### src/rtl/ycc422_rgb_sequencer_pkg.sv
// Shared definitions for the YCbCr 4:2:2 -> RGB sequencer.
// Holds the packed input word field positions, the FSM state encodings,
// the default raster size, and the pixel structs used between the
// converter and the output register.
package ycc422_rgb_sequencer_pkg;

  // in_data layout: [31:24] Y0, [23:16] Cb, [15:8] Y1, [7:0] Cr
  localparam int WORD_W = 32;
  localparam int RGB_W  = 24;
  localparam int Y0_LSB = 24;
  localparam int CB_LSB = 16;
  localparam int Y1_LSB = 8;
  localparam int CR_LSB = 0;

  // FSM encodings
  localparam logic [1:0] ST_EMPTY = 2'd0;
  localparam logic [1:0] ST_P0    = 2'd1;
  localparam logic [1:0] ST_P1    = 2'd2;

  localparam int DEF_LINE_PIXELS = 640;
  localparam int DEF_FRAME_LINES = 480;

  typedef struct packed {
    logic [7:0] r;
    logic [7:0] g;
    logic [7:0] b;
  } rgb_t;

  typedef struct packed {
    rgb_t rgb;
    logic sof;
    logic eol;
    logic eof;
  } pix_t;

  function automatic logic [7:0] field8(input logic [WORD_W-1:0] w, input int lsb);
    return w[lsb +: 8];
  endfunction

endpackage

### src/rtl/ycc422_rgb_sequencer_if.sv
// Stream bundle for the sequencer: YCbCr word input side, RGB pixel output
// side and the sticky sync error flag.
//   slave  : the sequencer (consumes words, produces pixels)
//   master : the environment (frame-buffer FIFO / VGA FIFO side)
interface ycc422_rgb_sequencer_if;
  import ycc422_rgb_sequencer_pkg::*;

  logic              in_valid;
  logic              in_ready;
  logic [WORD_W-1:0] in_data;
  logic              in_sof;
  logic              out_valid;
  logic              out_ready;
  logic [RGB_W-1:0]  out_rgb;
  logic              out_sof;
  logic              out_eol;
  logic              out_eof;
  logic              sync_err;

  modport slave (
    input  in_valid, in_data, in_sof, out_ready,
    output in_ready, out_valid, out_rgb, out_sof, out_eol, out_eof, sync_err
  );

  modport master (
    output in_valid, in_data, in_sof, out_ready,
    input  in_ready, out_valid, out_rgb, out_sof, out_eol, out_eof, sync_err
  );
endinterface

### src/rtl/ycc422_rgb_sequencer_ycbcr2rgb.sv
// Combinational BT.601 studio-range YCbCr -> RGB converter.
// Coefficients are fixed point in 1/1024 units (1.164, 1.596, 0.813,
// 0.391, 2.018); results are floored and clamped to 0..255.
//   y, cb, cr : 8-bit components
//   rgb       : {r,g,b}, 8 bits each
module ycbcr2rgb
  import ycc422_rgb_sequencer_pkg::*;
(
  input  logic [7:0] y,
  input  logic [7:0] cb,
  input  logic [7:0] cr,
  output rgb_t       rgb
);

  logic signed [22:0] yd, cbd, crd;
  logic signed [22:0] yt, r_acc, g_acc, b_acc;

  assign yd  = $signed({15'd0, y})  - 23'sd16;
  assign cbd = $signed({15'd0, cb}) - 23'sd128;
  assign crd = $signed({15'd0, cr}) - 23'sd128;

  assign yt    = 23'sd1192 * yd;
  assign r_acc = yt + 23'sd1634 * crd;
  assign g_acc = yt - 23'sd833 * crd - 23'sd400 * cbd;
  assign b_acc = yt + 23'sd2066 * cbd;

  // 261120 = 255 << 10; bits [17:10] are the floored integer part
  function automatic logic [7:0] clamp(input logic signed [22:0] a);
    if (a < 23'sd0)       return 8'd0;
    if (a >= 23'sd261120) return 8'hFF;
    return a[17:10];
  endfunction

  assign rgb.r = clamp(r_acc);
  assign rgb.g = clamp(g_acc);
  assign rgb.b = clamp(b_acc);

endmodule

### src/rtl/ycc422_rgb_sequencer.sv
// YCbCr 4:2:2 -> RGB streaming sequencer.
// Accepts one packed word (two pixels sharing Cb/Cr) and time-multiplexes
// a single converter over both pixels, emitting one registered RGB pixel
// per cycle with line/frame position flags.
//   clock, reset : system clock, async active-high reset
//   bus (slave)  : in_valid/in_ready/in_data/in_sof word input,
//                  out_valid/out_ready/out_rgb/out_sof/out_eol/out_eof
//                  pixel output, sticky sync_err
module ycc422_rgb_sequencer
  import ycc422_rgb_sequencer_pkg::*;
#(
  parameter int LINE_PIXELS = DEF_LINE_PIXELS,
  parameter int FRAME_LINES = DEF_FRAME_LINES
) (
  input logic                    clock,
  input logic                    reset,
  ycc422_rgb_sequencer_if.slave  bus
);

  localparam int XW = (LINE_PIXELS > 1) ? $clog2(LINE_PIXELS) : 1;
  localparam int YW = (FRAME_LINES > 1) ? $clog2(FRAME_LINES) : 1;
  localparam logic [XW-1:0] X_LAST = XW'(LINE_PIXELS - 1);
  localparam logic [YW-1:0] Y_LAST = YW'(FRAME_LINES - 1);

  logic [1:0]        state, state_nx;
  logic [WORD_W-1:0] hold_data;
  logic              hold_sof;
  logic [XW-1:0]     x, x_ld, x_nx;
  logic [YW-1:0]     y, y_ld, y_nx;
  logic              slot_free, in_fire, load, resync;
  logic [7:0]        y_sel, cb_sel, cr_sel;
  rgb_t              conv;
  pix_t              pix_d, pix_q;
  logic              out_valid_q, sync_err_q;

  assign slot_free = !out_valid_q || bus.out_ready;

  // Only P1 exposes a combinational out_ready -> in_ready path
  assign bus.in_ready = (state == ST_EMPTY) || ((state == ST_P1) && slot_free);
  assign in_fire      = bus.in_valid && bus.in_ready;
  assign load         = ((state == ST_P0) || (state == ST_P1)) && slot_free;

  // Chroma is shared; only luma is muxed on the pixel slot
  assign y_sel  = (state == ST_P1) ? field8(hold_data, Y1_LSB) : field8(hold_data, Y0_LSB);
  assign cb_sel = field8(hold_data, CB_LSB);
  assign cr_sel = field8(hold_data, CR_LSB);

  ycbcr2rgb u_conv (
    .y   (y_sel),
    .cb  (cb_sel),
    .cr  (cr_sel),
    .rgb (conv)
  );

  // A start-of-frame word landing off-origin snaps its first pixel to (0,0)
  assign resync = (state == ST_P0) && hold_sof && ((x != '0) || (y != '0));
  assign x_ld   = resync ? '0 : x;
  assign y_ld   = resync ? '0 : y;

  always_comb begin
    pix_d.rgb = conv;
    pix_d.sof = (x_ld == '0) && (y_ld == '0);
    pix_d.eol = (x_ld == X_LAST);
    pix_d.eof = (x_ld == X_LAST) && (y_ld == Y_LAST);
    x_nx      = x_ld + 1'b1;
    y_nx      = y_ld;
    if (x_ld == X_LAST) begin
      x_nx = '0;
      y_nx = (y_ld == Y_LAST) ? '0 : y_ld + 1'b1;
    end
  end

  always_comb begin
    state_nx = state;
    case (state)
      ST_EMPTY: if (in_fire)   state_nx = ST_P0;
      ST_P0:    if (slot_free) state_nx = ST_P1;
      ST_P1:    if (slot_free) state_nx = in_fire ? ST_P0 : ST_EMPTY;
      default:                 state_nx = ST_EMPTY;
    endcase
  end

  always_ff @(posedge clock or posedge reset) begin
    if (reset) begin
      state       <= ST_EMPTY;
      hold_data   <= '0;
      hold_sof    <= 1'b0;
      out_valid_q <= 1'b0;
      pix_q       <= '0;
      x           <= '0;
      y           <= '0;
      sync_err_q  <= 1'b0;
    end else begin
      state <= state_nx;
      if (in_fire) begin
        hold_data <= bus.in_data;
        hold_sof  <= bus.in_sof;
      end
      if (load) begin
        out_valid_q <= 1'b1;
        pix_q       <= pix_d;
        x           <= x_nx;
        y           <= y_nx;
        if (resync) sync_err_q <= 1'b1;
      end else if (bus.out_ready) begin
        out_valid_q <= 1'b0;
      end
    end
  end

  assign bus.out_valid = out_valid_q;
  assign bus.out_rgb   = pix_q.rgb;
  assign bus.out_sof   = pix_q.sof;
  assign bus.out_eol   = pix_q.eol;
  assign bus.out_eof   = pix_q.eof;
  assign bus.sync_err  = sync_err_q;

endmodule

### src/flat_wrapper.sv
// flat-port wrapper written by rule: the top's interface ports become plain ports
module ycc422_rgb_sequencer_flat import ycc422_rgb_sequencer_pkg::*;
#(
  parameter int LINE_PIXELS = DEF_LINE_PIXELS,
  parameter int FRAME_LINES = DEF_FRAME_LINES
)
  (clock, reset, bus_in_valid, bus_in_data, bus_in_sof, bus_out_ready, bus_in_ready, bus_out_valid, bus_out_rgb, bus_out_sof, bus_out_eol, bus_out_eof, bus_sync_err);
  ycc422_rgb_sequencer_if bus_i ();
  input logic clock;
  input logic reset;
  input wire logic [$bits(bus_i.in_valid)-1:0] bus_in_valid;
  input wire logic [$bits(bus_i.in_data)-1:0] bus_in_data;
  input wire logic [$bits(bus_i.in_sof)-1:0] bus_in_sof;
  input wire logic [$bits(bus_i.out_ready)-1:0] bus_out_ready;
  output wire logic [$bits(bus_i.in_ready)-1:0] bus_in_ready;
  output wire logic [$bits(bus_i.out_valid)-1:0] bus_out_valid;
  output wire logic [$bits(bus_i.out_rgb)-1:0] bus_out_rgb;
  output wire logic [$bits(bus_i.out_sof)-1:0] bus_out_sof;
  output wire logic [$bits(bus_i.out_eol)-1:0] bus_out_eol;
  output wire logic [$bits(bus_i.out_eof)-1:0] bus_out_eof;
  output wire logic [$bits(bus_i.sync_err)-1:0] bus_sync_err;
  assign bus_i.in_valid = bus_in_valid;
  assign bus_i.in_data = bus_in_data;
  assign bus_i.in_sof = bus_in_sof;
  assign bus_i.out_ready = bus_out_ready;
  assign bus_in_ready = bus_i.in_ready;
  assign bus_out_valid = bus_i.out_valid;
  assign bus_out_rgb = bus_i.out_rgb;
  assign bus_out_sof = bus_i.out_sof;
  assign bus_out_eol = bus_i.out_eol;
  assign bus_out_eof = bus_i.out_eof;
  assign bus_sync_err = bus_i.sync_err;
  ycc422_rgb_sequencer #(.LINE_PIXELS(LINE_PIXELS), .FRAME_LINES(FRAME_LINES)) u_core (.clock(clock), .reset(reset), .bus(bus_i));
endmodule
### config.mk
export PLATFORM = sky130hd
export DESIGN_NAME = ycc422_rgb_sequencer_flat
export DESIGN_NICKNAME = d
export VERILOG_FILES = /design/src/rtl/ycc422_rgb_sequencer_pkg.sv /design/src/rtl/ycc422_rgb_sequencer_if.sv /design/src/rtl/ycc422_rgb_sequencer_ycbcr2rgb.sv /design/src/rtl/ycc422_rgb_sequencer.sv /design/src/flat_wrapper.sv
export SDC_FILE = /design/constraint.sdc
export NUM_CORES = 1
export LEC_CHECK = 0
export BUFFER_PORTS_ARGS = -buffer_cell sky130_fd_sc_hd__buf_2
export CAP_MARGIN = 30
export CORE_UTILIZATION = 50
export CTS_CLUSTER_SIZE = 8
export DETAILED_ROUTE_END_ITERATION = 8
export PLACE_DENSITY_LB_ADDON = 0.1
export SYNTH_ARGS = -nofsm -noshare
export SYNTH_HDL_FRONTEND = slang
export SYNTH_SLANG_ARGS = --single-unit
### constraint.sdc
create_clock -name clock -period 7.2 [get_ports clock]
set_clock_uncertainty 0.1 [all_clocks]
set_input_delay 1.8 -clock clock [delete_from_list [all_inputs] [get_ports clock]]
set_output_delay 1.8 -clock clock [all_outputs]
set_load 0.05 [all_outputs]
==> key figures <==
Floorplanning
  • Die W: 161 um
  • Starting Density: 0.515
  • Die area: 26000 um2
  • Die height: 161 um
  • Rows: 57
  • Core area: 24600 um2
  • I/O pins: 67

Placed design
  • DP Area: 14300 um2
  • Post-DP HPWL: 26.0 mm
  • Port-buffer cells: 66
  • Final GP Congestion: 0.955

Global route
  • Initial antenna violation count: 0
  • M2 GR Usage: 0.405
  • Largest net degree at the start of global routing: 52
  • GRT overflow: 0
  • GRT Total Usage: 0.251
  • First-pass GRT wire length: 51.6 mm
  • Top Usage Layer GRT: met2
  • GR Layer Usage met3: 0.0223
  • GR met1 Demand/Resource: 0.362
  • Vias in the first global route: 10.2k

Status
  • Failing checks: setup timing
  • Outcome: finished, violations left

Timing
  • Final Cycle Share: 1.05
  • Maximum clock rate: 0.133 GHz
  • Fin crit period: 7.54 ns
  • Final Hold Fails: 0
  • RSZ-0062 raised after global routing: yes
  • Final worst-path setup slack: -0.341 ns
  • Relative slew slack: 0.519
  • Slew @ Worst Pin: 0.721 ns
  • Fin. max-slew vios: 0
  • Setup violators final: 8

Clocking
  • CTS tree: yes
  • Max clock buf depth: 2
  • CTS root buffer: clkbuf_16
  • Worst skew pair latency: 0.36 ns
  • Clock H-tree levels: 3
  • CTS Sinks: 83
  • CTS clk-pin slew, worst paths: 0.08 ns
  • CTS buffer count: 9
  • Cts-stage hold buffer count: 0

Critical path
  • Crit end category: flip-flop
  • Highest-delay cell along the critical path: fa_1
  • CP Launch Type: flip-flop
  • Critical path class: flip-flop to flip-flop
  • Crit path DAT: 7.68 ns
  • Crit-path most repeated cell: inv_1
  • CP Capture Point: u_core.bus.out_rgb[12]
  • R2r setup slk: -0.34 ns
  • FF-to-FF Start: u_core.state[0]
  • CP startpoint: u_core.state[0]
  • Reg2reg path depth: 34
  • Worst Path Required: 7.34 ns
  • R2R Path End: u_core.bus.out_rgb[12]
  • CP max FO: 8
  • Crit-path max cell delay: 0.54 ns

Synth
  • Leading area contributor after synthesis: ha_1
  • Synth Instances: 1386
  • Synth Flop Type: dfrtp_1
  • Asr flop ratio synth: 1.00
  • Syn nets: 1788
  • Most frequent cell after synthesis: ha_1
  • EDFF count, synth: 0
  • Yosys warns: 0
  • Synth unique cells: 82
  • Sequential-to-total area share from yosys stat: 0.164
  • Post-synthesis instance area: 12700 um2
  • Synth Register Bits: 83
  • Synth top cells by count: ha_1 (298), inv_1 (214), dfrtp_1 (83), nand2_1 (77), a21oi_1 (75)
  • Post-synthesis average cell area: 9.15 um2
  • Yosys top cell area share: 0.294
  • Synth top area cells: ha_1 (29%), dfrtp_1 (16%), fa_1 (11%)

Route
  • Final wirelength: 32.1 mm
  • Final antenna-violating net count: 0
  • DR WL/cell: 16.9 um
  • DR DRC count: 0
  • Vias: 10.3k
  • Initial DRC Count: 545
  • Via-to-Cell Ratio: 5.45
  • Pre-Repair DR Iteration Count: 7

Cells and area
  • Area Growth Syn to Fin: 20.5%
  • Nets: 1973
  • N_diodes: 0
  • Share of cells above drive strength 1: 0.230
  • Fin area: 15300 um2

Hold path
  • Worst Hold Class: flip-flop to flip-flop

Run
  • Max Cap Viol: 0
-- placed cells by master (no fill, tap or decap), types with 5 or more instances in the layout --
cell type  instances
a211oi_1          15
a21o_1            21
a21oi_1           63
a21oi_2           13
a31oi_1            7
and2_1             9
and3_1            11
buf_2             66
buf_4            123
buf_6              8
clkbuf_16          9
dfrtp_1           82
fa_1              63
ha_1             270
ha_4              24
inv_1            203
inv_2             10
mux2_2            26
nand2_1           75
nand2b_1          16
nand3_1           24
nand4_1           10
nor2_1            70
nor2b_1           14
nor3_1            15
nor4_1             6
o211ai_1          10
o21a_1             8
o21ai_0           59
o21ai_1            7
o21bai_1           9
o221a_1           14
o31ai_1           12
or2_2              5
or3_1              6
xnor2_1           49
xnor2_2            5
xor2_1            23
-- stage by stage --
| step | hold WS [ns] | util | setup TNS [ns] | worst slack (ns) | cells |
|---|---|---|---|---|---|
| global route | 0.396 | 0.621 | -6.72 | -0.680 | 1900 |
| finish | 0.365 | 0.621 | -2.60 | -0.341 | 1900 |
| detailed placement | 0.354 | 0.581 | -3.38 | -0.425 | 1853 |
| CTS | 0.375 | 0.608 | -1.65 | -0.220 | 1886 |
| global placement | 0.349 | 0.580 | -1.85 | -0.233 | 1852 |
| floorplan | 0.360 | - | -0.323 | -0.0404 | 1386 |
-- state kept, by name, indices dropped and copies added, names as in the netlist, 2 cells and up --
name                count
u_core.bus.out_rgb     24
u_core.hold_data       32
u_core.state            2
u_core.x               10
u_core.y                9
-- worst min-delay path by stage --
| stage | cells past startpoint | start | endpoint | slack [ns] |
|---|---|---|---|---|
| after floorplan | 2 | u_core.x[1] | u_core.x[1] | 0.36 |
| after global placement | 1 | u_core.bus.sync_err | u_core.bus.sync_err | 0.35 |
| after detailed placement | 1 | u_core.bus.sync_err | u_core.bus.sync_err | 0.35 |
| after global routing | 2 | u_core.bus.out_eol | u_core.bus.out_eol | 0.40 |
| final | 1 | u_core.bus.sync_err | u_core.bus.sync_err | 0.36 |
| after CTS | 1 | u_core.bus.sync_err | u_core.bus.sync_err | 0.38 |
-- worst max-delay path: cells and delay by family, from the launching register on --
kind,cells,cell delay [ns]
buffers and inverters,11,0.86
adders and majority gates,10,3.42
DFF,1,0.39
AOI/OAI and AO/OA,9,1.72
xor gates and xnor gates,3,0.64
muxes,1,0.28
-- cells by family (layout without fill, tap and decap cells) --
family | Yosys count | count (layout) | share of synthesized area
flip-flops | 83 | 83 | 0.164
XOR/XNOR | 80 | 80 | 0.0563
adder cells (fa/ha/maj) | 365 | 365 | 0.400
buffers and inverters | 238 | 428 | 0.0705
AND/OR/NAND/NOR | 286 | 286 | 0.112
AO/OA/AOI/OAI | 300 | 300 | 0.168
multiplexers | 34 | 34 | 0.0297
-- what timing repair did --
| action | 4_1_cts | 5_1_grt |
|---|---|---|
| endpoints found under the hold margin | 0 | 0 |
| setup buffers | 17 | 15 |
| pin swaps | 50 | 51 |
| gates resized for setup | 43 | 40 |
| endpoints found under the setup margin | 8 | 24 |
-- layout make-up --
| class | count | area, um2 |
|---|---|---|
| multi-input combinational | 1065 | 10300 |
| fill | 2119 | 9330 |
| tap | 324 | 405 |
| sequential | 83 | 2080 |
| timing repair buffer | 198 | 1360 |
| inverter | 214 | 805 |
| clock buffer | 9 | 225 |
| clock inverter | 7 | 71.3 |
-- metal layers --
layer | vias to the layer above | wire length (um)
li1 | 5209 | -
met1 | 4907 | 16100
met2 | 196 | 14300
met3 | 34 | 1010
met4 | 0 | 582
met5 | - | 0
Power is not shown: default switching activity piles up to over one toggle a cycle in this logic, so the estimate is an artifact.
